==> config.mk <==
export PLATFORM = sky130hd
export DESIGN_NAME = neuron_train_sequencer
export DESIGN_NICKNAME = d
export VERILOG_FILES = /design/src/rtl/nn_pkg.sv /design/src/rtl/fxp_mul_sat.sv /design/src/rtl/neuron_train_sequencer.sv
export SDC_FILE = /design/constraint.sdc
export NUM_CORES = 1
export LEC_CHECK = 0
export BUFFER_PORTS_ARGS = -buffer_cell sky130_fd_sc_hd__buf_4
export CAP_MARGIN = 10
export CORE_MARGIN = 5
export CORE_UTILIZATION = 45
export CTS_BUF_LIST = sky130_fd_sc_hd__clkbuf_4
export CTS_CLUSTER_SIZE = 20
export DETAILED_ROUTE_END_ITERATION = 7
export PLACE_DENSITY = 0.61
export SLEW_MARGIN = 40
export SYNTH_ARGS = -nofsm -noshare
export SYNTH_HDL_FRONTEND = slang
export SYNTH_SLANG_ARGS = --single-unit
==> constraint.sdc <==
create_clock -name clk -period 10.8 [get_ports clk]
set_input_delay 0 -clock clk [delete_from_list [all_inputs] [get_ports clk]]
set_output_delay 0 -clock clk [all_outputs]
set_load 0.005 [all_outputs]
==> src/rtl/nn_pkg.sv <==
// Shared fixed-point constants and controller state encoding for the neuron
// training datapath and its controllers.
package nn_pkg;

    localparam int BITS = 16;
    localparam int FRAC = 8;

    localparam logic signed [BITS-1:0] MAX_POS = {1'b0, {(BITS-1){1'b1}}};
    localparam logic signed [BITS-1:0] MAX_NEG = {1'b1, {(BITS-1){1'b0}}};

    typedef enum logic [3:0] {
        IDLE,
        FP_RUN,
        FP_CAP,
        GAP,
        BP_RUN,
        BP_CAP,
        UPDATE,
        NEXT,
        DONE
    } state_t;

endpackage

==> src/rtl/fxp_mul_sat.sv <==
// Signed fixed-point multiply: full-width product, rescale by FRAC (floor),
// saturate to the signed BITS range.
module fxp_mul_sat #(
    parameter int BITS = nn_pkg::BITS,
    parameter int FRAC = nn_pkg::FRAC
) (
    input  logic signed [BITS-1:0] a,
    input  logic signed [BITS-1:0] b,
    output logic signed [BITS-1:0] y
);

    localparam int PW = 2 * BITS;

    localparam logic signed [PW-1:0] HI = {{(BITS+1){1'b0}}, {(BITS-1){1'b1}}};
    localparam logic signed [PW-1:0] LO = {{(BITS+1){1'b1}}, {(BITS-1){1'b0}}};

    logic signed [PW-1:0] prod;
    logic signed [PW-1:0] scaled;

    always_comb begin
        prod   = PW'(a) * PW'(b);
        scaled = prod >>> FRAC;
        if (scaled > HI) begin
            y = {1'b0, {(BITS-1){1'b1}}};
        end else if (scaled < LO) begin
            y = {1'b1, {(BITS-1){1'b0}}};
        end else begin
            y = scaled[BITS-1:0];
        end
    end

endmodule

==> src/rtl/neuron_train_sequencer.sv <==
// Sequences one sigmoid neuron through FP/BP phases over a sample set for a
// number of epochs, updating its bias and accumulating per-epoch |dZ| error.
module neuron_train_sequencer
    import nn_pkg::*;
#(
    parameter int N           = 2,
    parameter int BITS        = nn_pkg::BITS,
    parameter int FRAC        = nn_pkg::FRAC,
    parameter int FP_CYCLES   = 6,
    parameter int BP_CYCLES   = 6,
    parameter int NUM_SAMPLES = 4,
    parameter int EPOCHS      = 8,
    localparam int SW = (NUM_SAMPLES > 1) ? $clog2(NUM_SAMPLES) : 1,
    localparam int EW = $clog2(EPOCHS + 1)
) (
    input  logic            clk,
    input  logic            rst,
    input  logic            start,
    input  logic            abort,
    input  logic [BITS-1:0] lr,
    input  logic [BITS-1:0] b_init,
    output logic            fp,
    output logic            bp,
    output logic [BITS-1:0] b,
    output logic [SW-1:0]   sample_idx,
    input  logic [BITS-1:0] y_in,
    input  logic [BITS-1:0] dz_in,
    output logic [BITS-1:0] y_out,
    output logic            y_valid,
    output logic [BITS+7:0] err_sum,
    output logic [EW-1:0]   epoch,
    output logic            busy,
    output logic            done
);

    localparam int CMAX = (FP_CYCLES > BP_CYCLES) ? FP_CYCLES : BP_CYCLES;
    localparam int CW   = (CMAX > 1) ? $clog2(CMAX) : 1;

    if (N < 2 || (N % 2) != 0) begin : g_bad_n
        $error("neuron_train_sequencer: N must be even and >= 2");
    end

    state_t state, state_next;

    logic [CW-1:0]   cnt;
    logic [BITS-1:0] lr_q;
    logic [BITS-1:0] dz_q;
    logic [BITS-1:0] prod;
    logic [BITS:0]   diff;
    logic [BITS-1:0] b_upd;
    logic [BITS-1:0] dz_abs;
    logic [BITS+8:0] err_ext;
    logic [BITS+7:0] err_upd;

    logic cnt_zero, last_sample, last_epoch, kill;
    logic ld_start, cap_y, cap_dz, do_update, adv_sample, wrap_epoch, clr_err;

    fxp_mul_sat #(
        .BITS(BITS),
        .FRAC(FRAC)
    ) u_mul (
        .a(lr_q),
        .b(dz_q),
        .y(prod)
    );

    // Bias update and |dZ| accumulation, both saturating.
    always_comb begin
        diff = {b[BITS-1], b} - {prod[BITS-1], prod};
        if (diff[BITS] != diff[BITS-1]) begin
            b_upd = diff[BITS] ? {1'b1, {(BITS-1){1'b0}}} : {1'b0, {(BITS-1){1'b1}}};
        end else begin
            b_upd = diff[BITS-1:0];
        end

        if (!dz_q[BITS-1]) begin
            dz_abs = dz_q;
        end else if (dz_q == {1'b1, {(BITS-1){1'b0}}}) begin
            dz_abs = {1'b0, {(BITS-1){1'b1}}};
        end else begin
            dz_abs = -dz_q;
        end

        err_ext = {1'b0, err_sum} + {9'b0, dz_abs};
        err_upd = err_ext[BITS+8] ? '1 : err_ext[BITS+7:0];
    end

    always_comb begin
        state_next  = state;
        fp          = 1'b0;
        bp          = 1'b0;
        y_valid     = 1'b0;
        done        = 1'b0;
        ld_start    = 1'b0;
        cap_y       = 1'b0;
        cap_dz      = 1'b0;
        do_update   = 1'b0;
        adv_sample  = 1'b0;
        wrap_epoch  = 1'b0;
        clr_err     = 1'b0;
        cnt_zero    = (cnt == '0);
        last_sample = (sample_idx == SW'(NUM_SAMPLES - 1));
        last_epoch  = (epoch == EW'(EPOCHS - 1));
        busy        = (state != IDLE) && (state != DONE);
        kill        = abort && busy;

        unique case (state)
            IDLE: begin
                if (start && !abort) begin
                    ld_start   = 1'b1;
                    state_next = FP_RUN;
                end
            end
            FP_RUN: begin
                fp = 1'b1;
                if (cnt_zero) state_next = FP_CAP;
            end
            FP_CAP: begin
                y_valid    = 1'b1;
                cap_y      = 1'b1;
                state_next = GAP;
            end
            GAP: state_next = BP_RUN;
            BP_RUN: begin
                bp = 1'b1;
                if (cnt_zero) state_next = BP_CAP;
            end
            BP_CAP: begin
                cap_dz     = 1'b1;
                state_next = UPDATE;
            end
            UPDATE: begin
                do_update  = 1'b1;
                state_next = NEXT;
            end
            NEXT: begin
                if (!last_sample) begin
                    adv_sample = 1'b1;
                    state_next = FP_RUN;
                end else begin
                    wrap_epoch = 1'b1;
                    if (last_epoch) begin
                        state_next = DONE;
                    end else begin
                        clr_err    = 1'b1;
                        state_next = FP_RUN;
                    end
                end
            end
            DONE: begin
                done       = 1'b1;
                state_next = IDLE;
            end
            default: state_next = IDLE;
        endcase

        // Abort discards every side effect of the current cycle.
        if (kill) begin
            state_next = IDLE;
            y_valid    = 1'b0;
            cap_y      = 1'b0;
            cap_dz     = 1'b0;
            do_update  = 1'b0;
            adv_sample = 1'b0;
            wrap_epoch = 1'b0;
            clr_err    = 1'b0;
        end
    end

    always_ff @(posedge clk) begin
        if (rst) begin
            state <= IDLE;
        end else begin
            state <= state_next;
        end
    end

    always_ff @(posedge clk) begin
        if (rst) begin
            cnt        <= '0;
            lr_q       <= '0;
            dz_q       <= '0;
            b          <= '0;
            sample_idx <= '0;
            y_out      <= '0;
            err_sum    <= '0;
            epoch      <= '0;
        end else begin
            if (state_next == FP_RUN && state != FP_RUN) begin
                cnt <= CW'(FP_CYCLES - 1);
            end else if (state_next == BP_RUN && state != BP_RUN) begin
                cnt <= CW'(BP_CYCLES - 1);
            end else if ((state == FP_RUN || state == BP_RUN) && !cnt_zero) begin
                cnt <= cnt - CW'(1);
            end

            if (ld_start) begin
                lr_q       <= lr;
                b          <= b_init;
                err_sum    <= '0;
                epoch      <= '0;
                sample_idx <= '0;
            end

            if (cap_y)  y_out <= y_in;
            if (cap_dz) dz_q  <= dz_in;

            if (do_update) begin
                b       <= b_upd;
                err_sum <= err_upd;
            end

            if (adv_sample) sample_idx <= sample_idx + SW'(1);
            if (wrap_epoch) begin
                sample_idx <= '0;
                epoch      <= epoch + EW'(1);
            end
            if (clr_err) err_sum <= '0;
        end
    end

endmodule

Word level (Yosys, flattened, before mapping)
Cells that the tools add are included.

storage, ports and cells
  register bits = 101
  output and inout bits = 67

cells by class
  add/sub/neg operators = 6
  multiply operators = 1
  $lt $le $gt $ge = 2
  eq/ne operators = 17
  muxes and demuxes = 46
  reduce and logical (&&, ||, !) cells = 19

operator list
  kind                    count
  $mux W16                8
  $mux W24                3
  $mul A16 B16 Y32        1
  $mux W4                 8
  $pmux W4 S8             1
  $add A24 B16 Y25        1
  $eq A4 B3 Y1 const B    6
  $gt A24 B16 Y1 const B  1
  $lt A24 B16 Y1 const B  1
  $mux W1                 21
  $sub A16 B16 Y17        1
  $eq A16 B16 Y1 const B  1
  $neg A16 Y16            1
  $mux W3                 3
  $eq A4 B1 Y1 const B    2
  $eq A4 B2 Y1 const B    2
  $logic_and A1 B1 Y1     6
  $reduce_bool A2 Y1      3
  $add A4 B1 Y4 const B   1
  $eq A4 B4 Y1 const B    1
  $logic_not A4 Y1        1
  $mux W2                 2
  $ne A4 B1 Y1 const B    1
  $ne A4 B3 Y1 const B    1
  12 further kinds        14

Logic depth before layout (Yosys ltp)
  word-level depth = 9
  mapped depth = 41

Modules after synthesis
From an unflattened synthesis, not the netlist that was laid out.

second synthesis, totals
  cells, all modules = 1956
  area, all modules = 16336.9 µm²

by module, submodules not included
  module                  times used  cells an instance  area an instance (µm²)  seq. area each (µm²)
  fxp_mul_sat             1           1137               10045.9                 0.0
  neuron_train_sequencer  1           819                6291.0                  2021.9

Worst setup path before layout
OpenSTA, ideal clock, no wires.

  path kind = register to register
  start point = register dz_q[3]
  end point = register b[11]
  data arrival time = 9364 ps
  required time = 10740 ps
  setup slack = 1377 ps
  stages on the path, launching flop included = 37
  path buffers = 3
  period minus slack after synthesis = 9423 ps
  cells stage by stage = dfxtp_1 clkbuf_1 buf_1 nand2_1 fa_1 inv_1 fa_1 fa_1 fa_1 fa_1 inv_1 fa_1 inv_1 ha_1 a21o_1 a21o_1 a21o_1 a2111oi_4 a21oi_1 a31oi_2 xor2_1 nand4b_1 o41a_1 a21o_2 ha_1 fa_1 nor2b_1 o21a_1 o21ai_0 a21oi_1 o21bai_1 a31o_2 and4_1 a21oi_2 and2_0 clkbuf_1 a22o_1

between the ends
  word-level cells in the longest chain between the ends = 8

RTL lines
  item                                      RTL line                                                    RTL
  start: declaration                        neuron_train_sequencer.sv:47                                logic [BITS-1:0] dz_q;
  start signal: assignment                  neuron_train_sequencer.sv:206                               if (cap_dz) dz_q <= dz_in;
  $mul A16 B16 Y32 (*)                      fxp_mul_sat.sv:21                                           prod = PW'(a) * PW'(b);
  $lt A24 B16 Y1                            fxp_mul_sat.sv:25                                           end else if (scaled < LO) begin
  $mux W16                                  fxp_mul_sat.sv:25
  $mux W16 (*)                              fxp_mul_sat.sv:23                                           if (scaled > HI) begin
  $sub A16 B16 Y17 (*)                      neuron_train_sequencer.sv:69                                diff = {b[BITS-1], b} - {prod[BITS-1], prod};
  $mux W16 or $ne A1 B1 Y1 (tied branches)  neuron_train_sequencer.sv:71, neuron_train_sequencer.sv:70
  $mux W16 (*)                              neuron_train_sequencer.sv:70                                if (diff[BITS] != diff[BITS-1]) begin
  $mux W16 (*)                              neuron_train_sequencer.sv:208                               if (do_update) begin
  end signal: assignment                    neuron_train_sequencer.sv:199                               b <= b_init;
  end signal: assignment                    neuron_train_sequencer.sv:209                               b <= b_upd;
  end: declaration                          neuron_train_sequencer.sv:24                                output logic [BITS-1:0] b,

Mark *: on every way between the ends. The rest lies on a longest branch, timed or not.
A chain may end at the register's enable or synchronous reset.

Worst setup path after layout
  start point = register dz_q[5]
  end point = register b[11]

Same word-level chain as after synthesis.

==> flow_summary.yaml <==
worst_hold_path:
  min-delay-path-class: "primary input to register"
timing:
  totalNegativeSetupSlack_ns: 0
  slew_violations: 0
  min_period_ns: 10.09
  finalSetupViolCount: 0
  worstMarginPinSlew_ns: 0.841
  timing.final.crit_share: 0.934
  final_hold_violations: 0
  timing.fmax_mhz: 99.1
  worst_slew_margin_rel: 0.439
  final_clock_skew_ns: 0.0198
  fin_worst_hold_slack_ns: 0.0439
  rsz_0062_raised_after_global_routing: "no"
  timing.final.ws_setup_ns: 0.714
floorplanning:
  die_h_um: 199
  design.die.area_sq_um: 39700
  floorplan.initialDensity: 0.454
  rows: 69
  floorplan.die.width_um: 199
  boundaryPins: 135
  floorplan.core_area_sq_um: 35500
synthesis:
  synth_area_per_cell_sq_um: 8.35
  synth_warnings: 0
  netlist.top_cell.by_area: "sky130_fd_sc_hd__fa_1"
  syn-num-nets: 2378
  synthesized_area_sq_um: 16100
  yosys.cell_types.count: 78
  synth_edf_count: 0
  synth-seq-cells: 101
  mapped_cells: 1931
  synthDominantCellAreaShare: 0.327
  async_reset_ff_frac: 0
  yosysSeqAreaShare: 0.125
  synthFlopType: "sky130_fd_sc_hd__dfxtp_1"
  ys_top_cells_by_area: "sky130_fd_sc_hd__fa_1, sky130_fd_sc_hd__dfxtp_1, sky130_fd_sc_hd__ha_1"
clocking:
  cts_setup_buffers: 0
  numCtsBuffers: 9
  htreeDepth: 3
  clock_insertion_delay_worst_skew_ns: 0.52
  cts.clk_slew.worst_paths_ns: 0.18
  clockBufferDepth: 2
  cts.sink_count: 101
  root_buffer: "sky130_fd_sc_hd__clkbuf_4"
  tritoncts: "yes"
worst_setup_path:
  timing.critical_path.required_ns: 11.27
  cp_slowest_cell: "sky130_fd_sc_hd__dfxtp_1"
  worst_path_dominant_cell_family: "adder cells"
  crit_path_max_fanout: 19
  peak_per_stage_delay_on_the_critical_path_ns: 0.90
  ff2ff_setup_slack_ns: 0.71
  critical-path-top-cell-by-count: "sky130_fd_sc_hd__fa_1"
  path_class: "register to register"
  setup.worst_path.end_class: "register"
  cp.buffers_inverters: 4
  crit_path_start_kind: "register"
  arrival_ns: 10.56
placement:
  numPortBuffers: 134
  dp_hpwl_mm: 35.7
  placed_area_sq_um: 17500
  pre_cts_slack_ns: 0.568
  gp_congestion: 0.882
power:
  power-per-cell-area_nw_per_um2: 44.1
  vdd_ir_drop_max_mv: 0.0608
  power.static_leakage_nw: 8.99
finish:
  insertedDiodeCount: 0
  fin_nets: 2519
  fraction_of_layout_cells_with_a_size_suffix_above_1: 0.101
  layout.core_utilization: 0.516
  syn_to_final_growth_pct: 13.4
  fin_area_sq_um: 18300
routing:
  drcViolationCount: 0
  drt_first_iter_violations: 838
  avgRoutedWirePerCell_um: 17.6
  num_vias: 13369
  dr_vias_cell: 5.27
  ant_nets: 0
  routed_wl_mm: 44.6
  drt_pass1_iterations: 5
global_routing:
  grt_max_degree: 78
  initial_antenna_violation_count: 0
  grt_usage: 0.238
  globalRoute.totalOverflow: 0
  grt_pass1_vias: 14289
  grt_first_pass_wirelength_mm: 76.3
outcome:
  outcome: "finished, final reports clean"
flow_run:
  maxCapViolCount: 0
[registers in the layout (all words and copies together) (netlist names)]
name and cells:
b 16, cnt 3, dz_q 16, epoch 4, err_sum 24, lr_q 16
sample_idx 2, state 4, y_out 16
[cell usage after synthesis, types with 12 or more instances]
| master | count |
|---|---|
| sky130_fd_sc_hd__a21o_1 | 19 |
| sky130_fd_sc_hd__inv_1 | 345 |
| sky130_fd_sc_hd__xnor2_1 | 38 |
| sky130_fd_sc_hd__nand2_1 | 291 |
| sky130_fd_sc_hd__clkbuf_1 | 78 |
| sky130_fd_sc_hd__o21a_1 | 15 |
| sky130_fd_sc_hd__a21oi_2 | 12 |
| sky130_fd_sc_hd__xor2_1 | 31 |
| sky130_fd_sc_hd__nand2b_1 | 16 |
| sky130_fd_sc_hd__nand3_1 | 23 |
| sky130_fd_sc_hd__and2_1 | 122 |
| sky130_fd_sc_hd__fa_1 | 263 |
| sky130_fd_sc_hd__a31oi_1 | 15 |
| sky130_fd_sc_hd__nor2b_1 | 12 |
| sky130_fd_sc_hd__dfxtp_1 | 101 |
| sky130_fd_sc_hd__a211oi_1 | 19 |
| sky130_fd_sc_hd__nor2_1 | 82 |
| sky130_fd_sc_hd__a21oi_1 | 121 |
| sky130_fd_sc_hd__nor3_1 | 27 |
| sky130_fd_sc_hd__ha_1 | 116 |
| sky130_fd_sc_hd__o21ai_0 | 40 |
[power by group]
| part | internal, mW | switching [mW] |
|---|---|---|
| clock | 0.0510 | 0.158 |
| combinational | 0.0891 | 0.100 |
| sequential | 0.383 | 0.0250 |
| total | 0.523 | 0.283 |
[path summary, 6_finish.rpt]
kind / start / depth (start not counted) / to
max: dz_q[5] / 32 / b[11]
min: start / 5 / state[0]
max reg2reg: dz_q[5] / 32 / b[11]
min reg2reg: y_out[10] / 2 / y_out[10]
[per-layer routing]
layer,vias to the layer above,share of wire,track usage
met5,-,0,0
met4,0,0.015,0.0400
met3,30,0.049,0.0334
met2,316,0.47,0.394
met1,6656,0.46,0.341
li1,6367,-,-
[kinds of logic after synthesis]
group,Yosys count,share of synthesized area
AND/OR/NAND/NOR,625,0.184
buffers and inverters,439,0.105
adder cells (fa/ha/maj),379,0.417
AO/OA/AOI/OAI,315,0.130
flip-flops,101,0.125
XOR/XNOR,69,0.0375
multiplexers,3,0.00186
[through the flow]
step	cells	total power, mW
after floorplan	1931	0.512
after global placement	2456	0.580
after detailed placement	2456	0.582
after CTS	2537	0.813
after global routing	2538	0.852
final	2538	0.807
[cells in the final DEF, fill, tap and decap left out, types with 19 or more instances in the layout]
cell type                       instances
sky130_fd_sc_hd__nand2_1              291
sky130_fd_sc_hd__xor2_1                31
sky130_fd_sc_hd__and2_1               122
sky130_fd_sc_hd__dlygate4sd3_1         66
sky130_fd_sc_hd__o21ai_0               40
sky130_fd_sc_hd__inv_1                345
sky130_fd_sc_hd__dfxtp_1               97
sky130_fd_sc_hd__a211oi_1              19
sky130_fd_sc_hd__a21o_1                19
sky130_fd_sc_hd__a21oi_1              121
sky130_fd_sc_hd__nor2_1                80
sky130_fd_sc_hd__fa_1                 263
sky130_fd_sc_hd__nand3_1               22
sky130_fd_sc_hd__xnor2_1               38
sky130_fd_sc_hd__ha_1                 116
sky130_fd_sc_hd__buf_4                156
sky130_fd_sc_hd__nor3_1                27
[area by class of cell]
| cell class | instances | area [sq um] |
|---|---|---|
| Tap cell | 461 | 577 |
| Sequential cell | 101 | 2030 |
| Clock buffer | 9 | 67.6 |
| Inverter | 346 | 1300 |
| Clock inverter | 7 | 60.1 |
| Fill cell | 3377 | 17200 |
| Timing Repair Buffer | 223 | 1840 |
| Multi-Input combinational cell | 1391 | 12400 |
[worst reg2reg max path, delay by kind of cell (launching register included)]
family	cells	cell delay (ns)
AOI/OAI and AO/OA	15	3.33
xor gates and xnor gates	1	0.19
adders and majority gates	8	4.22
buffers and inverters	4	0.37
DFF	1	0.90
and+or+nand+nor	4	1.04
[what timing repair did]
| action | CTS | global route |
|---|---|---|
| hold buffers | 65 | 1 |
| hold endpoints to repair | 67 | 43 |
| endpoints found under the setup margin | 0 | 15 |
| gates resized for setup | 0 | 2 |
No activity file was read; power rests on OpenSTA's default activity.
